File: src/rtl/uart_rx.sv
`timescale 1ns/1ps
`default_nettype none
// +----------------------------------------------------------------------------+
// | Module      : uart_rx                                                      |
// | Description : 8N1 UART receiver, mid-bit sampling, single-cycle strobes.   |
// |               Define UART_RX_PARITY_EN for 8E1 with o_parity_err.          |
// | Revision    : 1.0 - initial release                                        |
// +----------------------------------------------------------------------------+
module uart_rx #(
   parameter int CLKS_PER_BIT = 868
) (
   input  logic       i_clk,
   input  logic       i_rst,
   input  logic       i_uart_rx,
   output logic [7:0] o_data,
   output logic       o_valid,
   output logic       o_busy,
`ifdef UART_RX_PARITY_EN
   output logic       o_parity_err,
`endif
   output logic       o_frame_err
);

   localparam int                 c_CNT_W   = $clog2(CLKS_PER_BIT);
   localparam logic [c_CNT_W-1:0] c_HALF_M1 = c_CNT_W'(CLKS_PER_BIT / 2 - 1);
   localparam logic [c_CNT_W-1:0] c_FULL_M1 = c_CNT_W'(CLKS_PER_BIT - 1);

   typedef enum logic [2:0] {
      S_IDLE      = 3'd0,
      S_START     = 3'd1,
      S_DATA      = 3'd2,
      S_PARITY    = 3'd3,
      S_STOP      = 3'd4,
      S_WAIT_HIGH = 3'd5
   } state_t;

   state_t             r_state, w_state_nxt;
   logic               r_sync1, r_sync2;
   logic               w_rx_s;
   logic [c_CNT_W-1:0] r_clk_cnt, w_clk_cnt_nxt;
   logic               w_clk_done;
   logic [2:0]         r_bit_cnt, w_bit_cnt_nxt;
   logic [7:0]         r_shift, w_shift_nxt;
   logic [7:0]         r_data, w_data_nxt;
   logic               r_valid, w_valid_nxt;
   logic               r_frame_err, w_frame_err_nxt;
`ifdef UART_RX_PARITY_EN
   logic               r_par_bit, w_par_bit_nxt;
   logic               r_parity_err, w_parity_err_nxt;
`endif

   // Idle-high line: synchronizer resets to 1 so reset never looks like a start bit
   always_ff @(posedge i_clk or posedge i_rst) begin
      if (i_rst) begin
         r_sync1 <= 1'b1;
         r_sync2 <= 1'b1;
      end else begin
         r_sync1 <= i_uart_rx;
         r_sync2 <= r_sync1;
      end
   end

   assign w_rx_s     = r_sync2;
   assign w_clk_done = (r_clk_cnt == c_FULL_M1);

   always_ff @(posedge i_clk or posedge i_rst) begin
      if (i_rst) begin
         r_state      <= S_IDLE;
         r_clk_cnt    <= '0;
         r_bit_cnt    <= 3'd0;
         r_shift      <= 8'h00;
         r_data       <= 8'h00;
         r_valid      <= 1'b0;
         r_frame_err  <= 1'b0;
`ifdef UART_RX_PARITY_EN
         r_par_bit    <= 1'b0;
         r_parity_err <= 1'b0;
`endif
      end else begin
         r_state      <= w_state_nxt;
         r_clk_cnt    <= w_clk_cnt_nxt;
         r_bit_cnt    <= w_bit_cnt_nxt;
         r_shift      <= w_shift_nxt;
         r_data       <= w_data_nxt;
         r_valid      <= w_valid_nxt;
         r_frame_err  <= w_frame_err_nxt;
`ifdef UART_RX_PARITY_EN
         r_par_bit    <= w_par_bit_nxt;
         r_parity_err <= w_parity_err_nxt;
`endif
      end
   end

   always_comb begin
      w_state_nxt      = r_state;
      w_clk_cnt_nxt    = r_clk_cnt;
      w_bit_cnt_nxt    = r_bit_cnt;
      w_shift_nxt      = r_shift;
      w_data_nxt       = r_data;
      w_valid_nxt      = 1'b0;
      w_frame_err_nxt  = 1'b0;
`ifdef UART_RX_PARITY_EN
      w_par_bit_nxt    = r_par_bit;
      w_parity_err_nxt = 1'b0;
`endif
      case (r_state)
         S_IDLE: begin
            w_clk_cnt_nxt = '0;
            w_bit_cnt_nxt = 3'd0;
            if (!w_rx_s) begin
               w_state_nxt = S_START;
            end
         end
         S_START: begin
            if (r_clk_cnt == c_HALF_M1) begin
               w_clk_cnt_nxt = '0;
               w_bit_cnt_nxt = 3'd0;
               w_state_nxt   = w_rx_s ? S_IDLE : S_DATA;
            end else begin
               w_clk_cnt_nxt = r_clk_cnt + 1'b1;
            end
         end
         S_DATA: begin
            if (w_clk_done) begin
               w_clk_cnt_nxt = '0;
               w_shift_nxt   = {w_rx_s, r_shift[7:1]};
               w_bit_cnt_nxt = r_bit_cnt + 3'd1;
               if (r_bit_cnt == 3'd7) begin
`ifdef UART_RX_PARITY_EN
                  w_state_nxt = S_PARITY;
`else
                  w_state_nxt = S_STOP;
`endif
               end
            end else begin
               w_clk_cnt_nxt = r_clk_cnt + 1'b1;
            end
         end
`ifdef UART_RX_PARITY_EN
         S_PARITY: begin
            if (w_clk_done) begin
               w_clk_cnt_nxt = '0;
               w_par_bit_nxt = w_rx_s;
               w_state_nxt   = S_STOP;
            end else begin
               w_clk_cnt_nxt = r_clk_cnt + 1'b1;
            end
         end
`endif
         S_STOP: begin
            // Leaving at mid-stop-bit leaves half a bit to catch a back-to-back start edge
            if (w_clk_done) begin
               w_clk_cnt_nxt = '0;
               if (!w_rx_s) begin
                  w_frame_err_nxt = 1'b1;
                  w_state_nxt     = S_WAIT_HIGH;
               end else begin
                  w_state_nxt = S_IDLE;
`ifdef UART_RX_PARITY_EN
                  if (r_par_bit != ^r_shift) begin
                     w_parity_err_nxt = 1'b1;
                  end else begin
                     w_valid_nxt = 1'b1;
                     w_data_nxt  = r_shift;
                  end
`else
                  w_valid_nxt = 1'b1;
                  w_data_nxt  = r_shift;
`endif
               end
            end else begin
               w_clk_cnt_nxt = r_clk_cnt + 1'b1;
            end
         end
         S_WAIT_HIGH: begin
            if (w_rx_s) begin
               w_state_nxt = S_IDLE;
            end
         end
         default: begin
            w_state_nxt   = S_IDLE;
            w_clk_cnt_nxt = '0;
            w_bit_cnt_nxt = 3'd0;
         end
      endcase
   end

   assign o_data       = r_data;
   assign o_valid      = r_valid;
   assign o_frame_err  = r_frame_err;
   assign o_busy       = (r_state != S_IDLE);
`ifdef UART_RX_PARITY_EN
   assign o_parity_err = r_parity_err;
`endif

endmodule
`default_nettype wire
File: config.mk
export PLATFORM = sky130hd
export DESIGN_NAME = uart_rx
export DESIGN_NICKNAME = d
export VERILOG_FILES = /design/src/rtl/uart_rx.sv
export SDC_FILE = /design/constraint.sdc
export NUM_CORES = 1
export LEC_CHECK = 0
export CAP_MARGIN = 40
export CORE_ASPECT_RATIO = 1.1
export CORE_UTILIZATION = 45
export DETAILED_ROUTE_END_ITERATION = 16
export GPL_TIMING_DRIVEN = 0
export PLACE_DENSITY = 0.67
export SYNTH_ARGS = -nofsm -noshare
export SYNTH_HDL_FRONTEND = slang
export SYNTH_SLANG_ARGS = --single-unit
File: constraint.sdc
create_clock -name i_clk -period 1.9 [get_ports i_clk]
set_input_delay 0.38 -clock i_clk [delete_from_list [all_inputs] [get_ports i_clk]]
set_output_delay 0.38 -clock i_clk [all_outputs]
set_load 0.05 [all_outputs]
==> flow_summary.json <==
{
  "multi_input_comb_area_um2": 850.8,
  "yosys-top-cells-count": "dfrtp_1 (34), inv_1 (10), nand2_1 (10)",
  "synth_warnings": 0,
  "pin_count": 14,
  "grt-ovfl-total": 0,
  "drt_pass1_iterations": 4,
  "fin_crit_sh_pct": 102.8,
  "antenna_found_initial": 0,
  "async_flop_share_pct": 100.0,
  "start_util_pct": 47.72,
  "drv_slew": 0,
  "clock-sinks": 36,
  "synth_top_area_share_pct": 48.02,
  "hold_viol": 0,
  "hp-class": "flop to flop",
  "tritoncts": "yes",
  "grt_pass1_wl_mm": 5.920,
  "row_count": 23,
  "fillers": 289,
  "syn_nets": 161,
  "endpoint_kind": "flop",
  "rsz0062_at_grt": "true",
  "viasPerCell": 5.557,
  "hold_depth": 0,
  "yosysTopAreaCell": "dfrtp_1",
  "antenna_cells": 0,
  "nets": 191,
  "crit_arrival_ns": 2.13,
  "slew_headroom_pct": 53.09,
  "cts_buffer_depth": 2,
  "power.leakage_nw": 1.064,
  "synth_cell_types": 40,
  "drt_iter0_drc": 53,
  "critPathLaunchType": "flop",
  "ant_nets": 0,
  "drc": 0,
  "gp_congestion": 0.8389,
  "num_vias": 1306,
  "yosysMostFrequentCell": "dfrtp_1",
  "grt_usage_pct": 20.10,
  "drt_wl_total_mm": 3.542,
  "fp.dieArea_um2": 4192,
  "ys_seq_area_share_pct": 50.99,
  "syn_area_um2": 1772,
  "timing.rr.start": "r_clk_cnt[0]$_DFFE_PP0N_",
  "clk_pin_slew_ns": 0.07,
  "synth-seq-cells": 36,
  "synth_edf_count": 0,
  "fin_crit_ns": 1.954,
  "synthesis.instances": 154,
  "place_hpwl_mm": 2.332,
  "finalSetupTns_ns": -0.2821,
  "core_area_um2": 3712,
  "wire_per_inst_um": 15.07,
  "r2r-end": "o_data[0]$_DFFE_PP0P_",
  "seq_area_um2": 904.6,
  "drive_gt1_share_pct": 29.19,
  "insertion_delay_ns": 0.29,
  "required_ns": 2.08,
  "grt_max_degree": 21,
  "yosys-top-cells-area": "dfrtp_1 (48%), mux2_4 (6.8%), mux2_2 (5.7%)",
  "r2r_cells": 5,
  "violations": "setup timing",
  "skew_ns": 0.005884,
  "portBuffers": 13,
  "status": "complete, but fails checks",
  "hp-start": "r_sync1$_DFF_PP1_",
  "cts_root_buf": "clkbuf_8",
  "critPathKind": "flop to flop",
  "total_power_mw": 1.458,
  "die_y_um": 67.81,
  "fin_util_pct": 59.89,
  "worst_slack_ns": -0.05412,
  "die_w_um": 61.83,
  "ir_worst_vdd_uv": 298.0,
  "avgSynthCellArea_um2": 11.50,
  "setup_violations": 8,
  "syn_to_final_growth_pct": 25.49,
  "whs_endpoint": "r_sync2$_DFF_PP1_",
  "fmax_mhz": 511.7,
  "reg2reg_slack_ns": -0.05,
  "htree_levels": 2,
  "worstMarginPinSlew_ns": 0.7028,
  "cellPowerDensity_nw_per_um2": 656.0,
  "drv_cap": 0,
  "grt_pass1_vias": 1227,
  "synthFlopType": "dfrtp_1",
  "numCtsBuffers": 5,
  "path_max_fanout": 6
}
[worst max-delay path, stage by stage, from the launching register on]
cell and delay, ns:
dfrtp_1 0.40, ha_4 0.15, and4bb_4 0.27, nand3_4 0.11
or4b_4 0.58, mux2_4 0.33
[timing repair]
action | CTS | global route
gates cloned | 1 | 0
setup endpoints to repair | 17 | 32
hold buffers | 0 | 0
pin swaps | 4 | 2
resized for setup | 12 | 9
buffers inserted | 6 | 4
[how the worst max path moves through the flow]
stage	slack, ns	to	depth (start not counted)	startpoint
after detailed placement	-0.27	o_data[0]$_DFFE_PP0P_	6	r_clk_cnt[0]$_DFFE_PP0N_
after global routing	-0.09	o_data[1]$_DFFE_PP0P_	5	r_clk_cnt[0]$_DFFE_PP0N_
after CTS	-0.10	o_data[2]$_DFFE_PP0P_	5	r_clk_cnt[0]$_DFFE_PP0N_
after floorplan	-0.11	o_data[0]$_DFFE_PP0P_	6	r_clk_cnt[0]$_DFFE_PP0N_
after global placement	-0.22	o_data[0]$_DFFE_PP0P_	6	r_clk_cnt[0]$_DFFE_PP0N_
final	-0.05	o_data[0]$_DFFE_PP0P_	5	r_clk_cnt[0]$_DFFE_PP0N_
[flip-flops by register name, indices dropped and copies added (netlist names)]
signal	count
r_state	3
o_frame_err	1
r_sync1	1
r_shift	8
r_sync2	1
o_data	8
o_valid	1
r_clk_cnt	10
r_bit_cnt	3
[power by group]
group / switching (mW) / internal, mW
Clock: 0.272 / 0.388
Combinational: 0.0160 / 0.0100
Sequential: 0.00248 / 0.770
Total: 0.291 / 1.17
[logic make-up (layout without fill, tap and decap cells)]
kind of cell,Yosys count,after routing,share of synthesized area [%]
simple gates,50,51,18.01
flops,36,36,50.99
compound gates,26,26,9.323
mux,18,18,13.07
buf+inv,16,46,3.814
fa+ha+maj,4,4,2.825
xor+xnor,4,4,1.977
[cell usage in the layout (no fill, tap or decap), types with 2 or more instances in the layout]
cell type         n
or4b_4            2
o22ai_1           5
nand3_2           2
nor3_1            3
nor2b_1           4
dfrtp_1          33
a21oi_1           7
clkbuf_2          2
clkdlybuf4s50_1  10
dfstp_2           2
mux2_4            8
ha_1              3
nand2_1          10
dlymetal6s2s_1    2
inv_1            10
nand4_1           5
and2_1            2
clkbuf_8          5
buf_4            11
nand2b_1          3
xnor2_1           4
nor2_1            2
mux2_2            9
nand3_1           6
o21ai_0           6
or4_1             2
[final cells by class]
type	instances	share of cell area, %
tap	50	2.814
timing repair buffer	24	10.58
inverter	10	1.688
multi-input combinational	103	38.27
buffer	4	0.9567
sequential	36	40.69
clock buffer	5	3.095
clock inverter	3	1.913
[metrics by stage]
| stage | instances | setup WS (ns) | instance area (um^2) | hold WS (ns) |
|---|---|---|---|---|
| floorplan | 154 | -0.1120 | 1774 | 0.3452 |
| global placement | 217 | -0.2249 | 1967 | 0.3458 |
| detailed placement | 218 | -0.2680 | 1994 | 0.3507 |
| CTS | 231 | -0.1047 | 2165 | 0.3607 |
| global route | 235 | -0.08842 | 2223 | 0.3685 |
| finish | 235 | -0.05412 | 2223 | 0.3594 |
[metal layers]
layer  GRT usage (%)  routed length (um)
met1           24.97                1536
met2           31.45                1811
met3           6.238                 127
met4           9.722                  67
met5               0                   0
(Power assumes the default switching activity.)
